### config.mk
export PLATFORM = sky130hd
export DESIGN_NAME = uart_rx_os
export DESIGN_NICKNAME = d
export VERILOG_FILES = /design/src/rtl/uart_rx_os.sv
export SDC_FILE = /design/constraint.sdc
export NUM_CORES = 1
export LEC_CHECK = 0
export ABC_AREA = 1
export BUFFER_PORTS_ARGS = -buffer_cell sky130_fd_sc_hd__buf_2
export CORE_MARGIN = 2
export CORE_UTILIZATION = 47
export CTS_CLUSTER_DIAMETER = 80
export DETAILED_ROUTE_END_ITERATION = 10
export GPL_ROUTABILITY_DRIVEN = 0
export GPL_TIMING_DRIVEN = 0
export PLACE_DENSITY_LB_ADDON = 0.15
export SLEW_MARGIN = 20
export SYNTH_ARGS = -nofsm -noshare
export SYNTH_HDL_FRONTEND = slang
export SYNTH_SLANG_ARGS = --single-unit
### constraint.sdc
create_clock -name clk -period 2.09 [get_ports clk]
set_input_delay 0.5225 -clock clk [delete_from_list [all_inputs] [get_ports clk]]
set_output_delay 0.5225 -clock clk [all_outputs]
set_load 0.005 [all_outputs]
### src/rtl/uart_rx_os.sv
// uart_rx_os: 16x oversampled 8N1 UART receiver, single clock domain.
//
// The raw line passes through a two-flop synchronizer. A free-running baud
// tick generator (CLK_HZ / (BAUD*OS)) paces the receive FSM. Each bit is
// decided by a 3-sample majority at oversample ticks 7, 8 and 9.
//
// Ports:
//   clk       system clock
//   reset     asynchronous, active-high reset
//   rx        serial input line, idle high
//   rx_data   last correctly framed byte, held until the next good byte
//   rx_valid  one-clk pulse, rx_data updated this cycle
//   frame_err one-clk pulse, stop bit sampled low
//   break_det one-clk pulse with frame_err when data and stop were all zero
//   rx_busy   high whenever the FSM is not IDLE
module uart_rx_os #(
  parameter int CLK_HZ = 25000000,
  parameter int BAUD   = 9600,
  parameter int OS     = 16
) (
  input  logic       clk,
  input  logic       reset,
  input  logic       rx,
  output logic [7:0] rx_data,
  output logic       rx_valid,
  output logic       frame_err,
  output logic       break_det,
  output logic       rx_busy
);

  localparam int DIV = (CLK_HZ + BAUD * OS / 2) / (BAUD * OS);
  localparam int CW  = (DIV > 1) ? $clog2(DIV) : 1;
  localparam logic [CW-1:0] DIV_M1 = CW'(DIV - 1);

  typedef enum logic [2:0] {WAIT_IDLE, IDLE, START, DATA, STOP} state_t;

  state_t        state, state_n;
  logic          rx_p0, rx_p1, rx_s;
  logic [CW-1:0] div_cnt;
  logic          tick;
  logic [3:0]    os_cnt, os_cnt_n;
  logic [2:0]    bit_idx, bit_idx_n;
  logic [7:0]    shift, shift_n;
  logic [1:0]    samp, samp_n;
  logic          maj, maj_r, maj_r_n;
  logic [7:0]    rx_data_n;
  logic          vld_n, ferr_n, brk_n;

  function automatic logic maj3(input logic a, input logic b, input logic c);
    return (a & b) | (a & c) | (b & c);
  endfunction

  // Stage p0/p1: metastability synchronizer, idles high like the line
  always_ff @(posedge clk or posedge reset) begin
    if (reset) begin
      rx_p0 <= 1'b1;
      rx_p1 <= 1'b1;
    end else begin
      rx_p0 <= rx;
      rx_p1 <= rx_p0;
    end
  end

  assign rx_s = rx_p1;

  // Oversample tick: free-running, never resynchronised to line edges
  always_ff @(posedge clk or posedge reset) begin
    if (reset)     div_cnt <= '0;
    else if (tick) div_cnt <= '0;
    else           div_cnt <= div_cnt + 1'b1;
  end

  assign tick = (div_cnt == DIV_M1);

  // Third sample is taken live at os_cnt 9, so the vote is ready that tick
  assign maj = maj3(samp[1], samp[0], rx_s);

  always_comb begin
    state_n   = state;
    os_cnt_n  = os_cnt;
    bit_idx_n = bit_idx;
    shift_n   = shift;
    samp_n    = samp;
    maj_r_n   = maj_r;
    rx_data_n = rx_data;
    vld_n     = 1'b0;
    ferr_n    = 1'b0;
    brk_n     = 1'b0;
    if (tick) begin
      if (state == START || state == DATA || state == STOP) begin
        os_cnt_n = os_cnt + 4'd1;
        if (os_cnt == 4'd7) samp_n[1] = rx_s;
        if (os_cnt == 4'd8) samp_n[0] = rx_s;
        if (os_cnt == 4'd9) maj_r_n   = maj;
      end
      case (state)
        WAIT_IDLE: if (rx_s) state_n = IDLE;
        IDLE: begin
          if (!rx_s) begin
            state_n  = START;
            os_cnt_n = 4'd0;
          end
        end
        START: begin
          if (os_cnt == 4'd9 && maj) begin
            state_n = IDLE;
          end else if (os_cnt == 4'd15) begin
            state_n   = DATA;
            bit_idx_n = 3'd0;
            os_cnt_n  = 4'd0;
          end
        end
        DATA: begin
          if (os_cnt == 4'd15) begin
            shift_n = {maj_r, shift[7:1]};
            if (bit_idx == 3'd7) state_n = STOP;
            else                 bit_idx_n = bit_idx + 3'd1;
          end
        end
        STOP: begin
          // Decide mid-stop so a start edge right after it is not missed
          if (os_cnt == 4'd9) begin
            if (maj) begin
              rx_data_n = shift;
              vld_n     = 1'b1;
              state_n   = IDLE;
            end else begin
              ferr_n  = 1'b1;
              brk_n   = (shift == 8'h00);
              state_n = WAIT_IDLE;
            end
          end
        end
        default: state_n = WAIT_IDLE;
      endcase
    end
  end

  // Stage p2: FSM, datapath and registered output pulses
  always_ff @(posedge clk or posedge reset) begin
    if (reset) begin
      state     <= WAIT_IDLE;
      os_cnt    <= 4'd0;
      bit_idx   <= 3'd0;
      shift     <= 8'h00;
      samp      <= 2'b00;
      maj_r     <= 1'b0;
      rx_data   <= 8'h00;
      rx_valid  <= 1'b0;
      frame_err <= 1'b0;
      break_det <= 1'b0;
    end else begin
      state     <= state_n;
      os_cnt    <= os_cnt_n;
      bit_idx   <= bit_idx_n;
      shift     <= shift_n;
      samp      <= samp_n;
      maj_r     <= maj_r_n;
      rx_data   <= rx_data_n;
      rx_valid  <= vld_n;
      frame_err <= ferr_n;
      break_det <= brk_n;
    end
  end

  assign rx_busy = (state != IDLE);

endmodule

After elaboration in Yosys (flattened, before gate mapping)

Index checks and enable logic that the tools add are counted.
W data, S select, Z words.

$add $sub $neg: 3
Equal/unequal tests: 20
Multiplexer cells: 32
Bitwise operators: 5
Reductions and logical operators: 13

Operators with widths:

| kind                  | number |
|---|---|
| $mux W3               | 11 |
| $mux W4               | 4 |
| $pmux W3 S5           | 1 |
| $mux W1               | 13 |
| $eq A4 B4 Y1 const B  | 3 |
| $reduce_and A3 Y1     | 4 |
| $add A8 B1 Y8 const B | 1 |
| $eq A8 B8 Y1 const B  | 1 |
| $logic_not A8 Y1      | 1 |
| $mux W8               | 1 |
| $ne A2 B1 Y1 const B  | 4 |
| $ne A2 B2 Y1 const B  | 4 |
| $pmux W4 S2           | 1 |
| $reduce_and A7 Y1     | 1 |
| $eq A3 B2 Y1 const B  | 2 |
| $eq A3 B3 Y1 const B  | 2 |
| $ne A3 B1 Y1 const B  | 2 |
| $pmux W3 S2           | 1 |
| $reduce_and A6 Y1     | 1 |
| $add A4 B1 Y4 const B | 1 |
| $eq A4 B3 Y1 const B  | 1 |
| $reduce_and A4 Y1     | 1 |
| $add A3 B1 Y3 const B | 1 |
| $and A1 B1 Y1         | 3 |
| 6 further kinds       | 8 |

Bits in registers: 42
Output and inout port bits: 12

Longest topological paths before layout

Depth in word-level cells: 7
Gate-level depth with buffers: 10
Mapped depth without buffers: 10

Least setup slack after synthesis

Ideal clock, no wire load.

Kind: register to register
Start: reg div_cnt[0]
End: reg rx_data[7]
Arrival time: 1.332 ns
Path slack: 0.640 ns
Cell stages (with the launch flop): 10
Period minus slack after synthesis: 1.450 ns
Cells stage by stage: dfrtp_1 -> inv_1 -> ha_1 -> nand4_1 -> nor2_2 -> buf_6 -> nand4_4 -> buf_6 -> nand2_2 -> o21ai_2

Cells in the longest elaborated chain, start to end: 2

Ends and longest elaborated chain:

| element                     | line | text |
|---|---|---|
| from (decl)                 | 39   | `logic [CW-1:0] div_cnt;` |
| from (signal assigned)      | 70   | `else div_cnt <= div_cnt + 1'b1;` |
| $eq A8 B8 Y1                | 73   | `assign tick = (div_cnt == DIV_M1);` |
| $reduce_and A4 Y1 (no line) | --   |  |
| to (signal assigned)        | 159  | `rx_data <= rx_data_n;` |
| to (decl)                   | 24   | `output logic [7:0] rx_data,` |

No other way between the ends.
A chain may end at the register's enable or synchronous reset.

Worst setup path after layout

Start: reg state[2]
End: out rx_busy

Cells in the longest elaborated chain, start to end: 1

Ends and longest elaborated chain:

| element                | line | text |
|---|---|---|
| from (decl)            | 37   | `state_t state, state_n;` |
| from (signal assigned) | 153  | `state <= state_n;` |
| $ne A3 B1 Y1           | 166  | `assign rx_busy = (state != IDLE);` |
| to (decl)              | 28   | `output logic rx_busy` |

No other way between the ends.

==> metrics.md <==
| Metric | Value |
|---|---|
| Routed vias | `1,546` |
| Worst Path Required | `1.57 ns` |
| Share of the synthesized area in the top cell type | `48.2%` |
| Die height | `70.5 microns` |
| Max Fclk | `0.565 GHz` |
| Worst Hold Slack | `0.248 ns` |
| Area of the die | `4960 sq um` |
| Final ANT Viol Nets | `0` |
| Clock Latency Late Sink | `0.29 ns` |
| Crit path max fanout | `6` |
| Post-DP HPWL | `2680 microns` |
| Slew margin rel. | `66.6%` |
| Area after DPL | `2240 sq um` |
| Fin crit period | `1.77 ns` |
| Share of cells above drive strength 1 | `18.3%` |
| Synth Cell Area | `2080 sq um` |
| Combined area of the multi-input logic cells | `861 sq um` |
| Largest net degree at the start of global routing | `23` |
| CP Class | `flop to output pin` |
| I/O Buffers | `14` |
| Storage cell area | `1050 sq um` |
| Final instance area | `2350 sq um` |
| FFs w/ async S/R, synth | `100%` |
| H-Tree Depth | `2` |
| VDD IR max | `382 uV` |
| Synth area leader | `dfrtp_1` |
| Vias per Instance | `4.83` |
| Hold_buf cts | `0` |
| Number of DRC markers in iteration 0 | `99` |
| Final Max Slew Viols | `0` |
| Antenna diodes | `0` |
| Total CTS buffers | `5` |
| Sequential share of the synthesized area | `50.8%` |
| Syn-to-layout area delta | `13.3%` |
| Unique masters post-synth | `23` |
| GR Util All Layers | `16.2%` |
| Synthesized instance count | `245` |
| RSZ-0062 raised after global routing | `false` |
| Number of global-route vias before repair | `1,414` |
| CTS tree | `done` |
| Yosys warns | `0` |
| Post-CTS sizing | `0` |
| Pleak | `1.20 nW` |
| Fin. Hold Viols | `0` |
| Seq cells post-synth | `42` |
| Post-synth EDFFs | `0` |
| Initial antenna violation count | `0` |
| Period utilization | `84.6%` |
| CP Launch Type | `flop` |
| Root Buffer | `clkbuf_8` |
| DRC Markers | `0` |
| Util after Layout | `54.8%` |
| Main flop type after synthesis | `dfrtp_1` |
| Clock tree buffer depth | `2` |
| Row Count | `24` |
| Post-Route WL | `3660 microns` |
| Cell with the most instances after synthesis | `nand2_1` |
| Fill count | `411` |
| Status | `finished, final reports clean` |
| Tightest Pin Transition | `0.500 ns` |
| CP Data Arrival Time | `1.25 ns` |
| Top post-synthesis cells by area | `dfrtp_1 48%, nand2_1 12%, inv_1 5.8%` |
| Hold WC Path Type | `primary input to asynchronous set/reset pin` |
| Chip width | `70.5 microns` |
| Clk_skew | `0.00856 ns` |
| GR Overflow Total | `0` |
| Initial core utilization | `48.3%` |
| Core Footprint | `4290 sq um` |
| PD cells | `631 nW/um^2` |
| First-pass GRT wire length | `6330 microns` |
| Num ports | `15` |
| CTS Sinks | `42` |
| Syn avg cell area | `8.47 sq um` |
| WL/cell | `11.4 microns` |
| Syn nets | `255` |
| R2R Setup Slk | `0.49 ns` |
| Detailed-router iteration count before antenna repair | `4` |
| Setup crit end kind | `output pin` |
| Fin nets | `277` |
| Synth top cells by count | `65 x nand2_1, 40 x dfrtp_1, 32 x inv_1, 23 x nor2_1` |
| Postcts setup bufs | `0` |
| Max Cap Violations | `0` |
| Worst-path clk slew | `0.09 ns` |
| Final Setup Violations | `0` |
==> cell families (layout without fill, tap and decap cells) <==
group / Yosys count / in the layout / synth area share [%]
xor gates and xnor gates: 3 / 3 / 1.27
AOI/OAI and AO/OA: 33 / 33 / 9.28
DFF: 42 / 42 / 50.8
adders and majority gates: 7 / 7 / 4.22
buffers and inverters: 37 / 60 / 7.78
and+or+nand+nor: 123 / 123 / 26.7
==> registers in the layout, summed over array words and instances, names as in the netlist <==
register / cells
rx_p1: 1
state: 3
os_cnt: 4
rx_data: 8
bit_idx: 3
div_cnt: 8
break_det: 1
rx_p0: 1
rx_valid: 1
shift: 8
maj_r: 1
samp: 2
frame_err: 1
==> per-layer routing <==
layer	vias up	GRT usage (%)	part of all wire, %	wire (microns)
met2	22	25.9	46	1700
met3	4	3.61	2.8	104
met1	701	21.5	49	1810
met5	-	0	0	0
li1	819	-	-	-
met4	0	6.41	1.4	52
==> power breakdown <==
part           leakage (nW)  internal, mW  switching (mW)
clock network        0.0504         0.355           0.285
logic                 0.589       0.00756          0.0189
registers             0.566         0.815         0.00176
total                  1.20          1.18           0.306
==> stage by stage <==
step,power [mW],cells,setup slack [ns],setup TNS [ns]
after floorplan,0.847,245,0.596,0
after global placement,0.854,311,-0.00499,-0.127
after detailed placement,0.861,312,0.460,0
after CTS,1.50,320,0.322,0
after global routing,1.54,320,0.278,0
final,1.48,320,0.322,0
==> layout make-up <==
type,instances,area share (%)
sequential,42,44.8
clock buffer,5,2.93
multi-input combinational,166,36.6
tap,52,2.77
inverter,34,5.43
buffer,3,1.44
clock inverter,3,1.91
timing repair buffer,15,4.15
==> worst paths after layout <==
kind,from,to,cells past startpoint
min in group clk,rx,rx_p0$_DFF_PP1_,1
worst min register to register,rx_p0$_DFF_PP1_,rx_p1$_DFF_PP1_,0
worst max-delay path,state[2]$_DFFE_PP0P_,rx_busy,3
max in group asynchronous,reset,rx_p0$_DFF_PP1_,3
worst min-delay path,reset,shift[7]$_DFFE_PP0P_,2
worst max register to register,os_cnt[1]$_DFFE_PP0N_,state[1]$_DFFE_PP0P_,9
==> placed cells by master (no fill, tap or decap), types with 4 or more instances in the layout <==
cell      count
inv_1        31
o21ai_2       7
ha_1          7
o21ai_0      15
dfrtp_1      40
o21ai_1       7
nand3_1      15
clkbuf_8      5
nand4_1       4
nand2_1      65
nor2_1       23
buf_2        14
nor2_2        4
==> critical path, stage by stage, from the launching register on <==
cell and delay [ns]:
dfrtp_1 0.47, nor2_1 0.21, nand2_1 0.13, buf_2 0.15
Note: power is estimated with default switching activity, not from simulation.
